File: src/rtl/dot_product_accumulator_if.sv
// Stream bundle for dot_product_accumulator: element-pair input channel and
// dot-product result channel, each with a valid/ready handshake.
interface dot_product_accumulator_if #(
    parameter int DATA_WIDTH = 8,
    parameter int ACC_WIDTH  = 18
);
    logic                  inValid;
    logic                  inReady;
    logic [DATA_WIDTH-1:0] inData_A;
    logic [DATA_WIDTH-1:0] inData_B;
    logic                  outValid;
    logic                  outReady;
    logic [ACC_WIDTH-1:0]  outData_C;
    logic                  outBusy;

    modport master (
        output inValid, inData_A, inData_B, outReady,
        input  inReady, outValid, outData_C, outBusy
    );

    modport slave (
        input  inValid, inData_A, inData_B, outReady,
        output inReady, outValid, outData_C, outBusy
    );
endinterface

File: src/rtl/dot_product_accumulator.sv
// Two-stage dot-product engine: Vedic 8x8 product register, then accumulate/output.
// Define DOTACC_SIGNED_EN for two's-complement operands and result (default unsigned).
module dot_product_accumulator #(
    parameter int DATA_WIDTH = 8,
    parameter int VEC_LEN    = 4,
    parameter int ACC_WIDTH  = 18
) (
    input logic                      clk,
    input logic                      rst,
    dot_product_accumulator_if.slave bus
);

`ifdef DOTACC_SIGNED_EN
    localparam int PROD_WIDTH = 2*DATA_WIDTH + 1;
`else
    localparam int PROD_WIDTH = 2*DATA_WIDTH;
`endif
    localparam int                   CNT_WIDTH = (VEC_LEN > 1) ? $clog2(VEC_LEN) : 1;
    localparam logic [CNT_WIDTH-1:0] CNT_LAST  = CNT_WIDTH'(VEC_LEN - 1);

    function automatic logic [3:0] vedic2(input logic [1:0] a, input logic [1:0] b);
        logic       c;
        logic [3:0] p;
        p[0] = a[0] & b[0];
        p[1] = (a[1] & b[0]) ^ (a[0] & b[1]);
        c    = (a[1] & b[0]) & (a[0] & b[1]);
        p[2] = (a[1] & b[1]) ^ c;
        p[3] = (a[1] & b[1]) & c;
        return p;
    endfunction

    function automatic logic [7:0] vedic4(input logic [3:0] a, input logic [3:0] b);
        logic [3:0] q0, q1, q2, q3;
        q0 = vedic2(a[1:0], b[1:0]);
        q1 = vedic2(a[3:2], b[1:0]);
        q2 = vedic2(a[1:0], b[3:2]);
        q3 = vedic2(a[3:2], b[3:2]);
        return {4'b0, q0} + {2'b0, q1, 2'b0} + {2'b0, q2, 2'b0} + {q3, 4'b0};
    endfunction

    function automatic logic [15:0] vedic8(input logic [7:0] a, input logic [7:0] b);
        logic [7:0] q0, q1, q2, q3;
        q0 = vedic4(a[3:0], b[3:0]);
        q1 = vedic4(a[7:4], b[3:0]);
        q2 = vedic4(a[3:0], b[7:4]);
        q3 = vedic4(a[7:4], b[7:4]);
        return {8'b0, q0} + {4'b0, q1, 4'b0} + {4'b0, q2, 4'b0} + {q3, 8'b0};
    endfunction

    logic                  stall;
    logic                  accept;
    logic [CNT_WIDTH-1:0]  cnt;
    logic [PROD_WIDTH-1:0] prod_comb;
    logic                  p_valid;
    logic                  p_first;
    logic                  p_last;
    logic [PROD_WIDTH-1:0] p_prod;
    logic [ACC_WIDTH-1:0]  prod_ext;
    logic [ACC_WIDTH-1:0]  acc;
    logic [ACC_WIDTH-1:0]  acc_next;
    logic                  out_valid;
    logic [ACC_WIDTH-1:0]  out_data;

    // The whole pipeline freezes while a result waits, so no bubble is ever squeezed out.
    assign stall         = out_valid && !bus.outReady;
    assign bus.inReady   = !stall;
    assign accept        = bus.inValid && !stall;
    assign bus.outValid  = out_valid;
    assign bus.outData_C = out_data;
    assign bus.outBusy   = (cnt != '0) || p_valid;

`ifdef DOTACC_SIGNED_EN
    // Magnitudes go through the unsigned multiplier; -128 becomes 128, which still fits.
    logic [7:0]  mag_a, mag_b;
    logic [15:0] mag_p;
    logic        neg;

    always_comb begin
        mag_a     = bus.inData_A[7] ? (~bus.inData_A + 8'd1) : bus.inData_A;
        mag_b     = bus.inData_B[7] ? (~bus.inData_B + 8'd1) : bus.inData_B;
        neg       = bus.inData_A[7] ^ bus.inData_B[7];
        mag_p     = vedic8(mag_a, mag_b);
        prod_comb = neg ? (~{1'b0, mag_p} + PROD_WIDTH'(1)) : {1'b0, mag_p};
    end

    assign prod_ext = {{(ACC_WIDTH-PROD_WIDTH){p_prod[PROD_WIDTH-1]}}, p_prod};
`else
    assign prod_comb = vedic8(bus.inData_A, bus.inData_B);
    assign prod_ext  = {{(ACC_WIDTH-PROD_WIDTH){1'b0}}, p_prod};
`endif

    // NOTE: combinational blocks assign every output first so no latch is inferred.
    always_comb begin
        acc_next = acc + prod_ext;
        if (p_first) acc_next = prod_ext;
    end

    // NOTE: state registers use non-blocking assignments so every flop samples pre-edge values.
    always_ff @(posedge clk or posedge rst) begin
        if (rst) begin
            cnt     <= '0;
            p_valid <= 1'b0;
            p_first <= 1'b0;
            p_last  <= 1'b0;
            p_prod  <= '0;
        end else if (!stall) begin
            p_valid <= accept;
            if (accept) begin
                cnt     <= (cnt == CNT_LAST) ? '0 : cnt + CNT_WIDTH'(1);
                p_first <= (cnt == '0);
                p_last  <= (cnt == CNT_LAST);
                p_prod  <= prod_comb;
            end
        end
    end

    // A first-tagged product overwrites acc, so back-to-back vectors need no clear cycle.
    always_ff @(posedge clk or posedge rst) begin
        if (rst) begin
            acc       <= '0;
            out_valid <= 1'b0;
            out_data  <= '0;
        end else if (!stall) begin
            if (out_valid) out_valid <= 1'b0;
            if (p_valid) begin
                acc <= acc_next;
                if (p_last) begin
                    out_valid <= 1'b1;
                    out_data  <= acc_next;
                end
            end
        end
    end

endmodule

File: src/flat_wrapper.sv
// flat-port wrapper written by rule: the top's interface ports become plain ports
module dot_product_accumulator_flat 
#(
    parameter int DATA_WIDTH = 8,
    parameter int VEC_LEN    = 4,
    parameter int ACC_WIDTH  = 18
)
  (clk, rst, bus_inValid, bus_inData_A, bus_inData_B, bus_outReady, bus_inReady, bus_outValid, bus_outData_C, bus_outBusy);
  dot_product_accumulator_if #(.DATA_WIDTH(DATA_WIDTH), .ACC_WIDTH(ACC_WIDTH)) bus_i ();
  input logic clk;
  input logic rst;
  input wire logic [$bits(bus_i.inValid)-1:0] bus_inValid;
  input wire logic [$bits(bus_i.inData_A)-1:0] bus_inData_A;
  input wire logic [$bits(bus_i.inData_B)-1:0] bus_inData_B;
  input wire logic [$bits(bus_i.outReady)-1:0] bus_outReady;
  output wire logic [$bits(bus_i.inReady)-1:0] bus_inReady;
  output wire logic [$bits(bus_i.outValid)-1:0] bus_outValid;
  output wire logic [$bits(bus_i.outData_C)-1:0] bus_outData_C;
  output wire logic [$bits(bus_i.outBusy)-1:0] bus_outBusy;
  assign bus_i.inValid = bus_inValid;
  assign bus_i.inData_A = bus_inData_A;
  assign bus_i.inData_B = bus_inData_B;
  assign bus_i.outReady = bus_outReady;
  assign bus_inReady = bus_i.inReady;
  assign bus_outValid = bus_i.outValid;
  assign bus_outData_C = bus_i.outData_C;
  assign bus_outBusy = bus_i.outBusy;
  dot_product_accumulator #(.DATA_WIDTH(DATA_WIDTH), .VEC_LEN(VEC_LEN), .ACC_WIDTH(ACC_WIDTH)) u_core (.clk(clk), .rst(rst), .bus(bus_i));
endmodule
File: config.mk
export PLATFORM = sky130hd
export DESIGN_NAME = dot_product_accumulator_flat
export DESIGN_NICKNAME = d
export VERILOG_FILES = /design/src/rtl/dot_product_accumulator_if.sv /design/src/rtl/dot_product_accumulator.sv /design/src/flat_wrapper.sv
export SDC_FILE = /design/constraint.sdc
export NUM_CORES = 1
export LEC_CHECK = 0
export BUFFER_PORTS_ARGS = -buffer_cell sky130_fd_sc_hd__buf_2
export CAP_MARGIN = 40
export CORE_MARGIN = 1
export CORE_UTILIZATION = 30
export CTS_CLUSTER_DIAMETER = 120
export DETAILED_ROUTE_END_ITERATION = 8
export PLACE_DENSITY = 0.45
export SETUP_SLACK_MARGIN = 0.02
export SLEW_MARGIN = 30
export SYNTH_ARGS = -nofsm -noshare
export SYNTH_HDL_FRONTEND = slang
export SYNTH_SLANG_ARGS = --single-unit
File: constraint.sdc
create_clock -name clk -period 5.52 [get_ports clk]
set_input_delay 1.104 -clock clk [delete_from_list [all_inputs] [get_ports clk]]
set_output_delay 1.104 -clock clk [all_outputs]
set_load 0.02 [all_outputs]
==> results.py, run 1 <==
metrics = {
    "sta": {
        "fin_crit_sh": 1.09,
        "tightest_slew_ns": 0.597,
        "maxSlewViolCount": 0,
        "fin_crit_ns": 6.04,
        "max_freq_mhz": 166,
        "rsz0062_at_grt": "yes",
        "setup_viol": 7,
        "finClkSkew_ns": 0.00709,
        "slew_headroom": 0.601,
        "tns_ns": -2.75,
        "worst_slack_ns": -0.520,
        "finalHoldViolations": 0,
    },
    "global_routing": {
        "grt-ovfl-total": 0,
        "grt.total_usage": 0.135,
        "antenna_found_initial": 0,
        "grt_pass1_wl_um": 21900,
        "grt_max_degree": 59,
        "grt_pass1_vias": 4584,
    },
    "clock_network": {
        "cts_tree": "done",
        "clock_sinks": 58,
        "clk_pin_slew_ns": 0.05,
        "h-tree-depth": 3,
        "clock_path_buffers": 2,
        "cts_root_buffer": "clkbuf_16",
        "clk-insertion-delay-late_ns": 0.32,
        "ctsHoldBuffers": 0,
        "numCtsBuffers": 9,
    },
    "power_and_ir_drop": {
        "p_total_mw": 3.74,
        "p_per_area_mw_per_mm2": 510,
        "power_leakage_nw": 3.70,
        "vdd_drop_max_v": 0.000203,
    },
    "yosys": {
        "synth_warnings": 0,
        "synth.largest_area_cell": "dfrtp_1",
        "syn-num-nets": 792,
        "synthTopCellsByArea": "dfrtp_1, ha_1, fa_1",
        "synth_cell_types": 47,
        "synth_area_sq_mm": 0.00589,
        "yosysMostFrequentCell": "ha_1",
        "ys_ff_latch": 58,
        "synth.avg_cell_area_sq_um": 9.08,
        "synth_ff_type": "dfrtp_1",
        "ys_seq_area_frac": 0.246,
        "synth_cells": 649,
        "yosysTopAreaCellShare": 0.246,
        "synth-async-reset-ratio": 1.00,
        "synth-edff-count": 0,
        "netlist_top_cells_count": "ha_1, inv_1, and2_1, nand2_1, dfrtp_1",
    },
    "floorplanning": {
        "die_x_um": 142,
        "rows": 50,
        "core_region_area_sq_mm": 0.0190,
        "start_util": 0.311,
        "die-area_sq_mm": 0.0202,
        "io_pins": 41,
        "die_h_um": 142,
    },
    "worst_setup_path": {
        "setup.worst_path.end": "u_core.p_prod[13]",
        "worstSetupStartpointType": "primary input",
        "cp-startpoint": "bus_inData_B[0]",
        "crit_fanout": 3,
        "r2r_end": "u_core.acc[16]",
        "reg2regPathDepth": 10,
        "critical_path.most_common_cell": "ha_4",
        "crit_required_ns": 5.73,
        "slowest_stage": "fa_1",
        "r2r_slack_ns": 3.02,
        "crit_path_max_incr_delay_ns": 0.52,
        "regToRegStartpoint": "u_core.p_prod[0]",
        "crit_arrival_ns": 6.25,
        "cp-end-kind": "flop",
        "path_class": "primary input to flop",
    },
    "final_layout": {
        "syn2layout_area_growth_pct": 24.7,
        "drive_above_1_share": 0.230,
        "fin_util": 0.387,
        "nFillCells": 1975,
        "antennaDiodeCount": 0,
        "layout.cells.non_filler": 1003,
        "layout.nets": 881,
    },
    "detailed_routing": {
        "dr.pass1.iters": 4,
        "detail_route.iter0.violations": 114,
        "routed_wl_um": 12800,
        "wl_per_cell_um": 12.8,
        "routed_via_density": 4.63,
        "vias": 4642,
        "drcViolationCount": 0,
        "final_antenna_net_count": 0,
    },
    "placed_design": {
        "portBuffers": 40,
        "dpl.cell_count": 980,
        "globalplace.congestion": 0.840,
        "dp_hpwl_um": 10300,
    },
    "outcome": {
        "outcome": "finished, violations left",
        "violations": "negative setup slack",
    },
    "job": {
        "cap_violations": 0,
    },
    "min_path": {
        "hp-class": "flop to flop",
    },
}
==> worst min path at each step <==
stage	cells after the start	startpoint	to	slack [ns]
global route	2	u_core.bus.outData_C[16]	u_core.bus.outData_C[16]	0.50
finish	2	u_core.bus.outData_C[16]	u_core.bus.outData_C[16]	0.46
detailed placement	2	u_core.bus.outData_C[16]	u_core.bus.outData_C[16]	0.46
CTS	2	u_core.bus.outData_C[16]	u_core.bus.outData_C[16]	0.47
global placement	2	u_core.bus.outData_C[16]	u_core.bus.outData_C[16]	0.46
floorplan	2	u_core.acc[0]	u_core.acc[0]	0.46
==> worst max-delay path: cells and delay by family <==
family | cells | cell delay, ns
AO/OA/AOI/OAI | 7 | 1.09
XOR/XNOR | 3 | 0.49
adder cells (fa/ha/maj) | 10 | 3.10
buffers and inverters | 5 | 0.31
AND/OR/NAND/NOR | 1 | 0.15
==> logic make-up (layout without fill, tap and decap cells) <==
logic type,after synthesis,count (layout),synth area share
buffers and inverters,80,174,0.0512
DFF,58,58,0.246
AOI/OAI and AO/OA,148,148,0.153
xor gates and xnor gates,44,44,0.0654
muxes,21,21,0.0389
and+or+nand+nor,175,175,0.153
adders and majority gates,123,123,0.292
==> per-layer routing <==
metal,vias up,wire length (um),global-route usage
met1,2155,6610,0.183
met4,0,166,0.0374
li1,2395,-,-
met5,-,0,0
met2,80,5770,0.228
met3,12,260,0.0155
==> registers in the layout, summed over array words and instances, names as in the netlist <==
name	cells
u_core.p_prod	16
u_core.bus.outData_C	18
u_core.p_first	1
u_core.p_last	1
u_core.p_valid	1
u_core.cnt	2
u_core.bus.outValid	1
u_core.acc	18
==> cell type report <==
class,count,area [sq um],share of cell area
clock inverter,4,25.0,0.00341
multi-input combinational,511,4370,0.595
inverter,63,236,0.0322
clock buffer,12,267,0.0363
tap,260,325,0.0443
timing repair buffer,95,669,0.0912
sequential,58,1450,0.198
==> through the flow <==
step | hold slack [ns] | setup slack (ns) | cell area, sq um
after detailed placement | 0.460 | -0.939 | 6850
after global placement | 0.458 | -0.931 | 6820
after CTS | 0.471 | -0.548 | 7260
final | 0.465 | -0.520 | 7340
after global routing | 0.496 | -0.788 | 7340
after floorplan | 0.456 | -0.615 | 6010
==> layout by cell type (no fill, tap or decap), types with 5 or more instances in the layout <==
| master | n |
|---|---|
| a211oi_1 | 5 |
| a21o_1 | 19 |
| a21oi_1 | 36 |
| and2_1 | 59 |
| buf_2 | 36 |
| buf_4 | 50 |
| buf_6 | 7 |
| clkbuf_16 | 9 |
| dfrtp_1 | 58 |
| fa_1 | 21 |
| ha_1 | 89 |
| ha_4 | 9 |
| inv_1 | 56 |
| inv_2 | 7 |
| mux2_2 | 15 |
| mux2i_1 | 6 |
| nand2_1 | 58 |
| nand2b_1 | 5 |
| nor2_1 | 20 |
| o21ai_0 | 33 |
| o21ai_1 | 20 |
| o21bai_1 | 5 |
| xnor2_1 | 16 |
| xnor2_2 | 6 |
| xor2_1 | 21 |
==> timing repair <==
item                       CTS  global route
gates cloned                 0             0
buffers inserted             3             3
setup endpoints to repair    8             8
resized for setup           22             9
pin swaps                   21            12
==> power by group <==
group | switching [mW] | internal [mW] | leakage (nW)
combinational | 1.32 | 1.14 | 2.84
clock | 0.192 | 0.338 | 0.141
sequential | 0.132 | 0.626 | 0.717
No activity file was read; power rests on OpenSTA's default activity.
==> inputs of run 2 (changes only) <==
CORE_ASPECT_RATIO = 1.75   (was unset)
==> run 2 against run 1 <==
Effect of this change:
- the flow still finishes with violations (negative setup slack)
- clock power down 2%
- sequential share of layout area up 0.24 points
- register-to-register slack worse by 0.06 ns
- largest power group unchanged
- via count up 0.47%
- first-iteration DRC count up 19%
- final area down 1.2%
- combinational power up 5%
- critical endpoint is now u_core.p_prod[11]
- cell count down 2.6%
- count of clock-buffer cells in the layout down 2
- clock skew up 0.0012 ns
- critical path type unchanged
- global-route usage up 1.5 points
- sequential power up 2%
==> results.py, run 2 (synthesis gave the netlist of run 1 again) <==
metrics = {
    "detailed_routing": {
        "wl_per_cell_um": 14.6,
        "m1WireLength_um": 5310,
        "final_antenna_net_count": 0,
        "drcViolationCount": 0,
        "route.met2.wl_um": 8220,
        "dr.pass1.iters": 4,
        "routed_wl_um": 14200,
        "highest_layer": "met4",
        "wl_met3_um": 215,
        "detail_route.iter0.violations": 136,
        "vias": 4664,
        "routed_via_density": 4.77,
    },
    "floorplanning": {
        "core_region_area_sq_mm": 0.0192,
        "io_pins": 41,
        "die_x_um": 108,
        "die-area_sq_mm": 0.0202,
        "start_util": 0.307,
        "die_h_um": 187,
        "rows": 67,
    },
    "worst_setup_path": {
        "crit_path_max_incr_delay_ns": 0.56,
        "regToRegStartpoint": "u_core.p_prod[0]",
        "path_class": "primary input to flop",
        "cp_num_buf_inv": 9,
        "worstSetupStartpointType": "primary input",
        "crit_fanout": 4,
        "crit_arrival_ns": 6.36,
        "cp-end-kind": "flop",
        "slowest_stage": "fa_2",
        "crit_required_ns": 5.71,
        "r2r_slack_ns": 2.96,
        "reg2regPathDepth": 10,
        "r2r_end": "u_core.acc[16]",
        "worst-path-stages": 29,
        "cpLargestDelayFamily": "adder cells",
    },
    "power_and_ir_drop": {
        "seqPwrFrac": 0.200,
        "p_per_area_mw_per_mm2": 534,
        "power_leakage_nw": 3.65,
        "power.switching_mw": 1.75,
        "p_int_mw": 2.13,
        "p_clk_frac": 0.134,
        "pwr-share-comb": 0.666,
        "p_sw_frac": 0.452,
        "vdd_drop_max_v": 0.000205,
    },
    "placed_design": {
        "dp_hpwl_um": 11900,
        "portBuffers": 40,
        "post_dp_cell_area_sq_mm": 0.00678,
        "dpl.cell_count": 956,
        "globalplace.congestion": 0.817,
    },
    "global_routing": {
        "antenna_found_initial": 0,
        "grt-ovfl-total": 0,
        "grt_pass1_wl_um": 23300,
        "grt_max_degree": 59,
        "grt_pass1_vias": 4826,
        "grt.total_usage": 0.150,
    },
    "sta": {
        "worst_slack_ns": -0.654,
        "tightest_slew_ns": 0.583,
        "max_freq_mhz": 162,
        "tns_ns": -3.66,
        "maxSlewViolCount": 0,
        "finClkSkew_ns": 0.00831,
        "setup_viol": 7,
        "fin_crit_sh": 1.12,
        "slew_headroom": 0.610,
        "finalHoldViolations": 0,
        "rsz0062_at_grt": "yes",
        "fin_crit_ns": 6.17,
        "hold_ws_ns": 0.473,
    },
    "final_layout": {
        "final_cell_mix": "ha_1, and2_1, dfrtp_1",
        "fin_util": 0.378,
        "layout.nets": 874,
        "antennaDiodeCount": 0,
        "ff_latch_area_sq_mm": 0.00145,
        "layout.cells.non_filler": 977,
        "fin_area_sq_mm": 0.00726,
        "final_common_cell": "ha_1",
        "nFillCells": 1968,
        "multi_input_area_sq_mm": 0.00439,
        "drive_above_1_share": 0.221,
        "syn2layout_area_growth_pct": 23.2,
    },
    "outcome": {
        "violations": "negative setup slack",
        "outcome": "finished, violations left",
    },
    "clock_network": {
        "clock_sinks": 58,
        "clk-insertion-delay-late_ns": 0.33,
        "h-tree-depth": 3,
        "ctsHoldBuffers": 0,
        "clk_pin_slew_ns": 0.05,
        "numCtsBuffers": 9,
        "cts_tree": "done",
        "cts_root_buffer": "clkbuf_16",
        "clock_path_buffers": 2,
    },
    "min_path": {
        "hold_depth": 2,
        "min-delay-start": "u_core.bus.outData_C[3]",
        "worstHoldEndpoint": "u_core.bus.outData_C[3]",
        "hp-class": "flop to flop",
    },
    "job": {
        "cap_violations": 0,
    },
}
run 2: changes by cell type in the layout (fill, tap and decap cells not counted), sizes merged:
cell,previous run,this run
clkbuf,12,10
clkinv,2,4
buf,95,88
run 2: final cells by class:
class | count | share of cell area
Timing Repair Buffer | 88 | 0.0826
Multi-Input combinational cell | 511 | 0.604
Clock buffer | 10 | 0.0329
Sequential cell | 58 | 0.200
Inverter | 63 | 0.0326
Tap cell | 241 | 0.0416
Clock inverter | 6 | 0.00586
run 2: worst max-delay path by stage:
stage	start	to	slack (ns)
6_report	bus_inData_B[1]	u_core.p_prod[11]	-0.65
5_1_grt	bus_inData_B[0]	u_core.p_prod[13]	-0.84
4_1_cts	bus_inData_B[1]	u_core.p_prod[13]	-0.59
3_5_place_dp	bus_inData_B[1]	u_core.p_prod[13]	-0.99
3_3_place_gp	bus_inData_B[1]	u_core.p_prod[13]	-0.93
2_1_floorplan	bus_inData_B[1]	u_core.p_prod[13]	-0.61
run 2: through the flow:
stage | total power [mW] | setup WS, ns
2_1_floorplan | 2.47 | -0.615
3_3_place_gp | 3.16 | -0.933
3_5_place_dp | 3.20 | -0.985
4_1_cts | 3.85 | -0.585
5_1_grt | 4.24 | -0.842
6_report | 3.88 | -0.654
run 2: power groups by stage:
stage / Sequential [mW] / Clock (mW) / Combinational (mW)
floorplan: 0.806 / 0 / 1.66
global placement: 0.781 / 0 / 2.37
detailed placement: 0.788 / 0 / 2.41
CTS: 0.781 / 0.534 / 2.53
global route: 0.803 / 0.558 / 2.88
finish: 0.775 / 0.521 / 2.58
run 2: worst min-delay path, delay by kind of cell (launching register included):
kind,cells,cell delay (ns)
flip-flops,1,0.34
AO/OA/AOI/OAI,1,0.06
AND/OR/NAND/NOR,1,0.04
run 2: repair_timing:
| action | in CTS | in global routing |
|---|---|---|
| gates resized for setup | 16 | 12 |
| pin swaps | 9 | 6 |
| setup buffers | 2 | 2 |
| endpoints found under the setup margin | 8 | 8 |
run 2: per-layer routing:
layer  up-vias  track usage
met5         -            0
met4         0       0.0664
met3        20       0.0195
met2        47        0.297
met1      2220        0.149
li1       2377            -
